<file path="config.mk">
export PLATFORM = sky130hd
export DESIGN_NAME = ram_fill_fsm
export DESIGN_NICKNAME = d
export VERILOG_FILES = /design/src/rtl/ram_fill_pkg.sv /design/src/rtl/counter_en.sv /design/src/rtl/ram_fill_fsm.sv
export SDC_FILE = /design/constraint.sdc
export NUM_CORES = 1
export LEC_CHECK = 0
export CAP_MARGIN = 15
export CORE_ASPECT_RATIO = 1.75
export CORE_UTILIZATION = 31
export CTS_BUF_LIST = sky130_fd_sc_hd__clkbuf_4
export CTS_CLUSTER_DIAMETER = 120
export DETAILED_ROUTE_END_ITERATION = 12
export GPL_TIMING_DRIVEN = 1
export PLACE_DENSITY = 0.62
export SLEW_MARGIN = 30
export SYNTH_ARGS = -nofsm -noshare
export SYNTH_HDL_FRONTEND = slang
export SYNTH_SLANG_ARGS = --single-unit
</file>
<file path="constraint.sdc">
create_clock -name clk -period 5.8 [get_ports clk]
set_clock_uncertainty 0.05 [all_clocks]
set_input_delay 0.58 -clock clk [delete_from_list [all_inputs] [get_ports clk]]
set_output_delay 0.58 -clock clk [all_outputs]
set_load 0.1 [all_outputs]
</file>
<file path="src/rtl/ram_fill_pkg.sv">
// Shared types for the RAM fill engine.
//   fill_state_e : controller states (idle, filling, one-cycle finish).
//   fill_mode_e  : data pattern selector as presented on the mode input.
package ram_fill_pkg;

    typedef enum logic [1:0] {
        StIdle = 2'd0,
        StFill = 2'd1,
        StFin  = 2'd2
    } fill_state_e;

    typedef enum logic [1:0] {
        ModeIdent = 2'd0,
        ModeConst = 2'd1,
        ModeXor   = 2'd2,
        ModeRsvd  = 2'd3
    } fill_mode_e;

endpackage

</file>
<file path="src/rtl/counter_en.sv">
// Free-running up counter with synchronous clear and count enable.
//   clk   : rising-edge clock
//   rst   : asynchronous active-low reset, clears the count
//   clr   : synchronous clear to zero (has priority over en)
//   en    : increment by one, wrapping modulo 2**WIDTH
//   count : current count value
module counter_en #(
    parameter int unsigned WIDTH = 8
) (
    input  logic             clk,
    input  logic             rst,
    input  logic             clr,
    input  logic             en,
    output logic [WIDTH-1:0] count
);

    logic [WIDTH-1:0] count_q;
    logic [WIDTH-1:0] count_d;

    always_comb begin
        count_d = count_q;
        if (clr) begin
            count_d = '0;
        end else if (en) begin
            count_d = count_q + 1'b1;
        end
    end

    always_ff @(posedge clk or negedge rst) begin
        if (!rst) begin
            count_q <= '0;
        end else begin
            count_q <= count_d;
        end
    end

    assign count = count_q;

endmodule

</file>
<file path="src/rtl/ram_fill_fsm.sv">
// RAM fill engine: on a start pulse, writes one word per cycle to every address
// from first_addr up to last_addr inclusive (wrapping at the top of the RAM),
// with data chosen by mode: address (IDENT/RSVD), constant (CONST) or
// address XOR mask (XOR). An abort during the fill stops further writes.
//   clk, rst       : clock and asynchronous active-low reset
//   start          : begin a fill (honoured in idle only)
//   mode           : fill pattern, latched on start
//   first_addr     : first address written, latched on start
//   last_addr      : last address written (inclusive), latched on start
//   fill_val       : constant or XOR mask, latched on start
//   abort          : stop an in-progress fill
//   mem_addr/data  : registered RAM write address and data
//   mem_wren       : registered RAM write enable
//   busy           : high while filling
//   fin_strobe     : one-cycle pulse after a fill completes normally
//   abort_strobe   : one-cycle pulse after a fill is aborted
module ram_fill_fsm
    import ram_fill_pkg::*;
#(
    parameter int unsigned ADDR_W = 8,
    parameter int unsigned DATA_W = 8
) (
    input  logic              clk,
    input  logic              rst,
    input  logic              start,
    input  logic [1:0]        mode,
    input  logic [ADDR_W-1:0] first_addr,
    input  logic [ADDR_W-1:0] last_addr,
    input  logic [DATA_W-1:0] fill_val,
    input  logic              abort,
    output logic [ADDR_W-1:0] mem_addr,
    output logic [DATA_W-1:0] mem_data,
    output logic              mem_wren,
    output logic              busy,
    output logic              fin_strobe,
    output logic              abort_strobe
);

    fill_state_e       state_q, state_d;
    fill_mode_e        mode_q, mode_d;
    logic [ADDR_W-1:0] first_q, first_d;
    logic [ADDR_W-1:0] last_q, last_d;
    logic [DATA_W-1:0] val_q, val_d;
    logic [ADDR_W-1:0] mem_addr_q, mem_addr_d;
    logic [DATA_W-1:0] mem_data_q, mem_data_d;
    logic              mem_wren_q, mem_wren_d;
    logic              fin_q, fin_d;
    logic              abort_q, abort_d;

    // Offset of the write currently presented on the memory outputs.
    logic [ADDR_W-1:0] offset;
    logic              cnt_clr;
    logic              cnt_en;
    logic [ADDR_W-1:0] span;
    logic [ADDR_W-1:0] next_addr;

    counter_en #(
        .WIDTH (ADDR_W)
    ) u_addr_cnt (
        .clk   (clk),
        .rst   (rst),
        .clr   (cnt_clr),
        .en    (cnt_en),
        .count (offset)
    );

    function automatic logic [DATA_W-1:0] fill_data(
        input fill_mode_e        m,
        input logic [ADDR_W-1:0] a,
        input logic [DATA_W-1:0] v
    );
        logic [DATA_W-1:0] a_ext;
        a_ext = DATA_W'(a);
        case (m)
            ModeConst: return v;
            ModeXor:   return a_ext ^ v;
            default:   return a_ext;
        endcase
    endfunction

    // Modular difference: span == L-1, so a full-depth fill (first == last+1)
    // naturally runs the offset through every value.
    assign span      = last_q - first_q;
    assign next_addr = first_q + offset + 1'b1;

    always_comb begin
        state_d    = state_q;
        mode_d     = mode_q;
        first_d    = first_q;
        last_d     = last_q;
        val_d      = val_q;
        mem_addr_d = mem_addr_q;
        mem_data_d = mem_data_q;
        mem_wren_d = 1'b0;
        fin_d      = 1'b0;
        abort_d    = 1'b0;
        cnt_clr    = 1'b0;
        cnt_en     = 1'b0;

        case (state_q)
            StIdle: begin
                if (start) begin
                    state_d    = StFill;
                    mode_d     = fill_mode_e'(mode);
                    first_d    = first_addr;
                    last_d     = last_addr;
                    val_d      = fill_val;
                    mem_addr_d = first_addr;
                    mem_data_d = fill_data(fill_mode_e'(mode), first_addr, fill_val);
                    mem_wren_d = 1'b1;
                    cnt_clr    = 1'b1;
                end
            end
            StFill: begin
                // Abort takes priority even on the final write.
                if (abort) begin
                    state_d = StFin;
                    abort_d = 1'b1;
                end else if (offset == span) begin
                    state_d = StFin;
                    fin_d   = 1'b1;
                end else begin
                    cnt_en     = 1'b1;
                    mem_addr_d = next_addr;
                    mem_data_d = fill_data(mode_q, next_addr, val_q);
                    mem_wren_d = 1'b1;
                end
            end
            StFin: begin
                state_d = StIdle;
            end
            default: begin
                state_d = StIdle;
            end
        endcase
    end

    always_ff @(posedge clk or negedge rst) begin
        if (!rst) begin
            state_q    <= StIdle;
            mode_q     <= ModeIdent;
            first_q    <= '0;
            last_q     <= '0;
            val_q      <= '0;
            mem_addr_q <= '0;
            mem_data_q <= '0;
            mem_wren_q <= 1'b0;
            fin_q      <= 1'b0;
            abort_q    <= 1'b0;
        end else begin
            state_q    <= state_d;
            mode_q     <= mode_d;
            first_q    <= first_d;
            last_q     <= last_d;
            val_q      <= val_d;
            mem_addr_q <= mem_addr_d;
            mem_data_q <= mem_data_d;
            mem_wren_q <= mem_wren_d;
            fin_q      <= fin_d;
            abort_q    <= abort_d;
        end
    end

    assign mem_addr     = mem_addr_q;
    assign mem_data     = mem_data_q;
    assign mem_wren     = mem_wren_q;
    assign busy         = (state_q == StFill);
    assign fin_strobe   = fin_q;
    assign abort_strobe = abort_q;

endmodule
</file>
Word level (Yosys, flattened, before mapping)
Index checks and enable logic that the tools add are counted.

Flip-flop bits (word level): 55. Word-level logic and storage cells: 60.

Reduce and logical (&&, ||, !) cells: 6. Bitwise logic cells: 2. Equality and inequality tests: 10. Add/sub/neg operators: 4. Multiplexer cells: 27.

Operator list (number): 8-bit two-way mux (8); 8-bit case mux with 2 select lines (4); 8-bit by 1-bit adder with 8-bit output, second input constant (2); 8-bit XOR (2); 1-bit two-way mux (10); 8-bit adder (1); 8-bit equality test (1); 8-bit subtractor (1); 2-bit by 1-bit equality test with 1-bit output, second input constant (3); 2-bit two-way mux (3); 2-bit != test, second input constant (3); 2-bit equality test, second input constant (2); 2-bit case mux with 2 select lines (1); 2-bit AND reduction (2); 4-bit AND reduction (1); 2-bit nonzero test (2); 3-bit by 2-bit != test with 1-bit output, second input constant (1); 2-bit zero test (1); 1-bit case mux with 2 select lines (1).

Longest topological paths before layout
Gate-level depths: netlist of the first run.

Depth in word-level cells: 7. Mapped depth: 11.

Cells and area by module
Synthesis of the first run repeated with hierarchy kept, for this count alone.

Cell total of the unflattened synthesis: 381. Area, all modules: 3613.5 µm².

Modules (own cells, without submodules): ram_fill_fsm (sequential area each 1176.1 µm², times used 1, area an instance 3216.8 µm², cells an instance 344); counter_en (sequential area each 200.2 µm², times used 1, area an instance 396.6 µm², cells an instance 37).

Least setup slack after synthesis of the first run
OpenSTA, ideal clock, no wires.

Kind: register to register. From: register first_q[1]. To: register mem_addr_q[0], in the netlist mem_addr[0]. Setup time: 0.126 ns. Slack: 2.984 ns. Period minus slack after synthesis: 2.816 ns. Data required time: 5.624 ns. Arrival time: 2.640 ns. Stages on the path, launching flop included: 11. Cell sequence: dfrtp_1 > inv_1 > ha_1 > nor2b_1 > o2111ai_1 > a21oi_1 > or3_4 > a2111oi_4 > o31ai_4 > buf_6 > mux2_4.

Cells in the longest elaborated chain, start to end: 4.

Ends and longest elaborated chain: from (decl) (line ram_fill_fsm.sv:41) `logic [ADDR_W-1:0] first_q, first_d;`; from (signal assigned) (line ram_fill_fsm.sv:153) `first_q <= first_d;`; 8-bit subtractor (line ram_fill_fsm.sv:83) `assign span = last_q - first_q;`; 8-bit equality test (line ram_fill_fsm.sv:119) `end else if (offset == span) begin`; 2-bit != test (no source line); 4-bit AND reduction (no source line); to (signal assigned) (line ram_fill_fsm.sv:156) `mem_addr_q <= mem_addr_d;`; to (decl) (line ram_fill_fsm.sv:44) `logic [ADDR_W-1:0] mem_addr_q, mem_addr_d;`.

Every way passes these cells. A chain may end at the register's enable or synchronous reset.

Final worst setup path of the first run
From: register state_q[0]. To: output port busy.

Cells in the longest elaborated chain, start to end: 1.

Ends and longest elaborated chain: from (decl) (line ram_fill_fsm.sv:39) `fill_state_e state_q, state_d;`; from (signal assigned) (line ram_fill_fsm.sv:140) `state_q <= StIdle;`; from (signal assigned) (line ram_fill_fsm.sv:151) `state_q <= state_d;`; 2-bit by 1-bit equality test with 1-bit output (line ram_fill_fsm.sv:167) `assign busy = (state_q == StFill);`; to (decl) (line ram_fill_fsm.sv:34) `output logic busy,`.

Every way passes these cells.

==> results of run 1 <==
[through the flow]
stage          hold WS (ps)  cells  power, mW
2_1_floorplan           234    423       2.17
3_3_place_gp            428    590       2.59
3_5_place_dp            421    591       2.64
4_1_cts                 268    599       2.83
5_1_grt                 275    600       3.03
6_report                235    600       2.82
[area by class of cell]
class / instances / area [um2] / share of cell area
tap: 135 / 169 / 0.0388
timing repair buffer: 54 / 531 / 0.122
sequential: 55 / 1380 / 0.316
clock buffer: 6 / 45.0 / 0.0103
multi-input combinational: 311 / 2090 / 0.479
antenna: 1 / 2.50 / 0.000574
clock inverter: 2 / 12.5 / 0.00287
inverter: 36 / 135 / 0.0310
[kinds of logic (layout without fill, tap and decap cells)]
family / count (synthesis) / in the layout / synth area share
AO/OA/AOI/OAI: 111 / 111 / 0.195
other: 0 / 1 / 0
adder cells (fa/ha/maj): 21 / 21 / 0.0753
multiplexers: 25 / 25 / 0.0818
buffers and inverters: 57 / 98 / 0.0611
AND/OR/NAND/NOR: 139 / 139 / 0.176
flip-flops: 55 / 55 / 0.373
XOR/XNOR: 15 / 15 / 0.0377
[per-layer routing]
layer | share of wire | vias to the layer above | wire length (um)
met4 | 0.051 | 0 | 496
met5 | 0 | - | 0
li1 | - | 1553 | -
met2 | 0.55 | 83 | 5400
met1 | 0.37 | 1532 | 3630
met3 | 0.027 | 22 | 269
[worst max path at each step]
| stage | startpoint | endpoint | slack, ps | cells past startpoint |
|---|---|---|---|---|
| after floorplan | first_q[1] | mem_addr[0] | 2980 | 10 |
| after global placement | first_q[1] | mem_data[0] | 2410 | 10 |
| after detailed placement | mode[0] | mem_data[7] | 2540 | 10 |
| after CTS | state_q[0] | busy | 2450 | 4 |
| after global routing | first_q[1] | mem_data[0] | 2320 | 11 |
| final | state_q[0] | busy | 2480 | 4 |
[power groups by stage]
stage | registers, mW | logic (mW) | clock network [mW]
2_1_floorplan | 1.08 | 1.09 | 0
3_3_place_gp | 0.659 | 1.93 | 0
3_5_place_dp | 0.664 | 1.98 | 0
4_1_cts | 0.657 | 1.99 | 0.186
5_1_grt | 0.677 | 2.16 | 0.197
6_report | 0.655 | 1.98 | 0.178
[layout by cell type, fill, tap and decap left out, types with 3 or more instances in the layout]
master,n
o41ai_1,4
inv_1,34
mux2i_1,8
mux2_2,9
ha_1,19
dfrtp_1,55
a21o_1,5
nor2_1,17
clkdlybuf4s50_1,48
clkbuf_4,6
xnor2_1,11
nand2_1,73
nor3_1,7
or3b_2,3
a31oi_1,11
a21oi_1,25
buf_4,4
clkinv_1,3
xor2_1,3
o21ai_0,39
nand2b_1,10
nand4_1,3
mux2_4,8
nor2b_1,10
nand3_1,5
o311a_1,3
o2111ai_1,3
[worst register-to-register path, cell delays in order (launching register included)]
cell and delay (ps):
dfrtp_1 430, inv_1 100, ha_1 310, nor2b_1 150, o2111ai_1 220, a21oi_1 130, o21ai_0 390, a2111oi_4 130
buf_4 210, o31ai_4 430, buf_8 230, mux2_2 350
[sequential cells by signal, indices dropped and copies added (netlist names)]
name,count
u_addr_cnt.count,8
fin_strobe,1
val_q,8
mem_wren,1
state_q,2
mem_addr,8
mode_q,2
mem_data,8
abort_strobe,1
first_q,8
last_q,8
==> impl_metrics.csv, run 1 <==
group,metric,value,unit
power,cellPowerDensity,646,mW/mm2
place,gp_congestion,0.822,
critical_path,arrival,2690,ps
finish,design_area,0.00436,mm2
sta,rsz0062_at_grt,"false",
worst_hold_path,hold_class,"in2async",
drt,vias,3190,
critical_path,worstSetupPathType,"reg2out",
yosys,yosys_warnings,0,
yosys,syn_area_per_cell,8.72,um2
clocking,numCtsBuffers,5,
critical_path,crit_required,5170,ps
yosys,synth_top_area_share,0.373,
global_route,grt_pass1_vias,3336,
yosys,synth.area.top_cells,"dfrtp_1, nand2_1, ha_1",
drt,routedWlPerCell,16.3,um
die,die-area,0.0124,mm2
die,io_pins,50,
place,hpwl,7560,um
place,io_buffers,49,
clocking,clk_path_buf_depth,2,
sta,slew_headroom,0.350,
power,seqPwrFrac,0.233,
clocking,cts_tree,"built",
yosys,ys_ff_latch,55,
global_route,grt_overflow_total,0,
global_route,grtUsageMet1,0.180,
yosys,synth-edff-count,0,
yosys,ys_seq_area_frac,0.373,
clocking,cts.repair.resized,0,
yosys,async_flop_share,1.00,
drt,viasPerCell,5.32,
die,die_y,146,um
sta,setup_slack,2480,ps
yosys,syn_inst,423,
sta,slew_viol_final,0,
sta,clock.fmax,0.301,GHz
critical_path,reg2reg_depth,11,
sta,worst_pin_slew,972,ps
critical_path,startpoint_type,"register",
clocking,clk_pin_slew_worst_paths,160,ps
clocking,cts_root_buf,"clkbuf_4",
power,p_comb_frac,0.704,
global_route,grt_pass1_wl,16200,um
power,clkPwrFrac,0.063,
place,place_area,0.00430,mm2
global_route,antenna_found_initial,1,
finish,fin_nets,514,
global_route,grt.busiest_layer,"met2",
critical_path,r2r-start,"first_q[1]",
critical_path,cp-end-kind,"output pin",
yosys,synth_flop_cell,"dfrtp_1",
critical_path,r2r_slack,2590,ps
sta,hold_viol,0,
critical_path,critical_path.top_delay_family,"buffers and inverters",
status,status,"finished clean",
finish,drive_gt1_frac,0.0797,
power,power_leakage,1.89,nW
drt,drt_iter0_drc,168,
clocking,cts_htree_levels,2,
drt,wl,9790,um
global_route,grt_max_degree,56,
yosys,synth_nets,474,
global_route,grtUsageMet3,0.0198,
yosys,synthDistinctLibCells,53,
sta,setup_viol,0,
yosys,synth_most_common_cell,"nand2_1",
die,core,0.0116,mm2
sta,setup-tns-final,0,ps
die,start_util,0.318,
clocking,worst_skew_pair.late_latency,400,ps
power,switching_share,0.541,
finish,fillers,1199,
sta,min_period,3320,ps
finish,utilization,0.376,
place,pre_cts_ws,2540,ps
job,cap_violations,0,
yosys,synthTopCellsByCount,"nand2_1, dfrtp_1, o21ai_0",
sta,fin_crit_sh,0.572,
drt,ant_nets,0,
critical_path,cp_num_buf_inv,3,
finish,area_growth_syn_to_layout,18.1,%
clocking,cts.sinks,55,
clocking,post_cts_buffers,0,
critical_path,slowest_delay,1080,ps
global_route,grt_use_total,0.168,
clocking,hold_buffers,0,
global_route,met2_usage,0.312,
yosys,synth_area,0.00369,mm2
critical_path,slowest_stage,"clkdlybuf4s50_1",
drt,first_pass_iters,7,
power,p_int,1.29,mW
drt,drc,0,
critical_path,cp_cell_sequence,"nand2b_1 > buf_4 > clkinv_1 > clkdlybuf4s50_1",
critical_path,path_max_fanout,35,
yosys,synth_largest_area_cell,"dfrtp_1",
critical_path,r2r_end,"mem_data[1]",
die,placementRows,52,
power,peakVddDrop,0.315,mV
power,power.switching,1.52,mW
die,dieWidth,84.5,um
No activity file was read; power rests on OpenSTA's default activity.
==> run 2: changes to the inputs <==
- PLACE_DENSITY: 0.62 -> 0.64
- clock period: 5.8 -> 2.67 ns (I/O delays scaled with it)
==> impl_metrics.csv, run 2 (synthesis results as in run 1) <==
group,metric,value,unit
die,die-area,0.0124,mm2
power,power_leakage,2.18,nW
global_route,grtUsageMet3,0.0192,
global_route,met2_usage,0.351,
finish,layout_commonest_cell,"nand2_1",
place,io_buffers,49,
finish,area_growth_syn_to_layout,32.3,%
die,io_pins,50,
place,place_inst,635,
critical_path,reg2reg_depth,10,
status,violations,"DRC, setup timing",
finish,drive_gt1_frac,0.251,
drt,drc,4,
global_route,grt_overflow_total,0,
sta,setup_viol,17,
clocking,cts_tree,"built",
critical_path,cp_cell_sequence,"inv_2 > ha_4 > a21o_1 > a31oi_2 > a21oi_2 > or3_4 > a2111oi_4 > o31ai_4 > buf_12 > mux2_4",
sta,setup_slack,-138,ps
critical_path,critical_path.top_delay_family,"compound AO/OA/AOI/OAI gates",
drt,vias,3424,
global_route,grt_pass1_vias,3557,
critical_path,path_depth,10,
critical_path,startpoint_type,"register",
die,dieWidth,84.5,um
sta,slew_viol_final,0,
sta,min_period,2810,ps
critical_path,slowest_stage,"dfrtp_1",
clocking,numCtsBuffers,5,
clocking,clk_path_buf_depth,2,
global_route,grtUsageMet1,0.194,
die,die_y,146,um
worst_hold_path,holdPathStages,3,
sta,clock.fmax,0.356,GHz
die,start_util,0.318,
drt,drt_iter0_drc,150,
drt,routedWlPerCell,16.9,um
drt,viasPerCell,5.28,
critical_path,crit_required,2900,ps
clocking,clk_pin_slew_worst_paths,170,ps
clocking,worst_skew_pair.late_latency,400,ps
global_route,grt_max_degree,56,
critical_path,slowest_delay,430,ps
finish,layout_common_cells,"nand2_1, buf_4, dfrtp_1, o21ai_0, inv_1",
critical_path,cp_num_buf_inv,2,
sta,slew_headroom,0.500,
power,cellPowerDensity,1390,mW/mm2
drt,first_pass_iters,9,
die,core,0.0116,mm2
critical_path,worstSetupPathType,"reg2reg",
global_route,grt_use_total,0.186,
global_route,grt.busiest_layer,"met2",
sta,hold_viol,0,
sta,rsz0062_at_grt,"true",
critical_path,cp-end-kind,"register",
drt,ant_nets,0,
clocking,cts_htree_levels,2,
sta,worst_pin_slew,750,ps
sta,hold_ws,335,ps
job,cap_violations,0,
clocking,cts_root_buf,"clkbuf_4",
clocking,cts.sinks,55,
place,gp_congestion,0.861,
finish,fillers,1152,
power,peakVddDrop,0.980,mV
critical_path,path_max_fanout,18,
place,hpwl,8450,um
die,placementRows,52,
drt,wl,11000,um
global_route,grt_pass1_wl,17800,um
sta,fin_crit_sh,1.05,
finish,fin_nets,563,
worst_hold_path,hold_class,"in2reg",
global_route,antenna_found_initial,1,
finish,final_cells,649,
critical_path,arrival,3040,ps
status,status,"finished, violations left",
## run 2: worst paths after layout
check / startpoint / endpoint / slack (ps)
max: first_q[4] / mem_addr[4] / -140
min: last_addr[7] / last_q[7] / 340
min reg2reg: last_q[3] / last_q[3] / 470
max in group asynchronous: rst / last_q[4] / 1540
min in group asynchronous: rst / mem_data[7] / 480
max reg2reg: first_q[4] / mem_addr[4] / -140
## run 2: metal layers
| metal | share of wire | up-vias |
|---|---|---|
| met5 | 0 | - |
| li1 | - | 1647 |
| met1 | 0.37 | 1651 |
| met3 | 0.028 | 29 |
| met4 | 0.055 | 0 |
| met2 | 0.55 | 97 |
## run 2: repair_timing
item	4_1_cts	5_1_grt
endpoints found under the hold margin	55	0
endpoints found under the setup margin	22	27
setup buffers	4	1
pin swaps	0	8
resized for setup	10	21
hold buffers	1	0
## run 2: cell type report
cell class	instances	area (um2)	share of cell area
Multi-Input combinational cell	311	2250	0.460
Sequential cell	55	1380	0.282
Timing Repair Buffer	103	892	0.183
Tap cell	135	169	0.0346
Inverter	36	135	0.0277
Clock buffer	6	45.0	0.00923
Clock inverter	2	12.5	0.00256
Antenna cell	1	2.50	0.000513
## run 2: report_power, final
part,leakage (nW),internal (mW),total (mW),switching [mW]
sequential,0.687,1.19,1.43,0.245
clock,0.0317,0.113,0.390,0.277
combinational,1.46,1.94,4.98,3.04
total,2.18,3.24,6.80,3.56
## run 2: through the flow
step	setup TNS [ps]	cell area (um2)	setup slack, ps	util	power [mW]
finish	-1760	4880	-138	0.421	6.80
global route	-3320	4880	-211	0.421	7.27
floorplan	-463	3710	-57.9	-	4.76
global placement	-1870	4620	-116	0.399	6.13
CTS	-2070	4770	-149	0.412	6.72
detailed placement	-2280	4620	-144	0.399	6.19
## run 2: worst register-to-register path, delay by kind of cell (launching register included)
kind	cells	cell delay [ps]
compound gates	5	1040
flops	1	430
simple gates	1	390
mux	1	310
buf+inv	2	270
fa+ha+maj	1	210
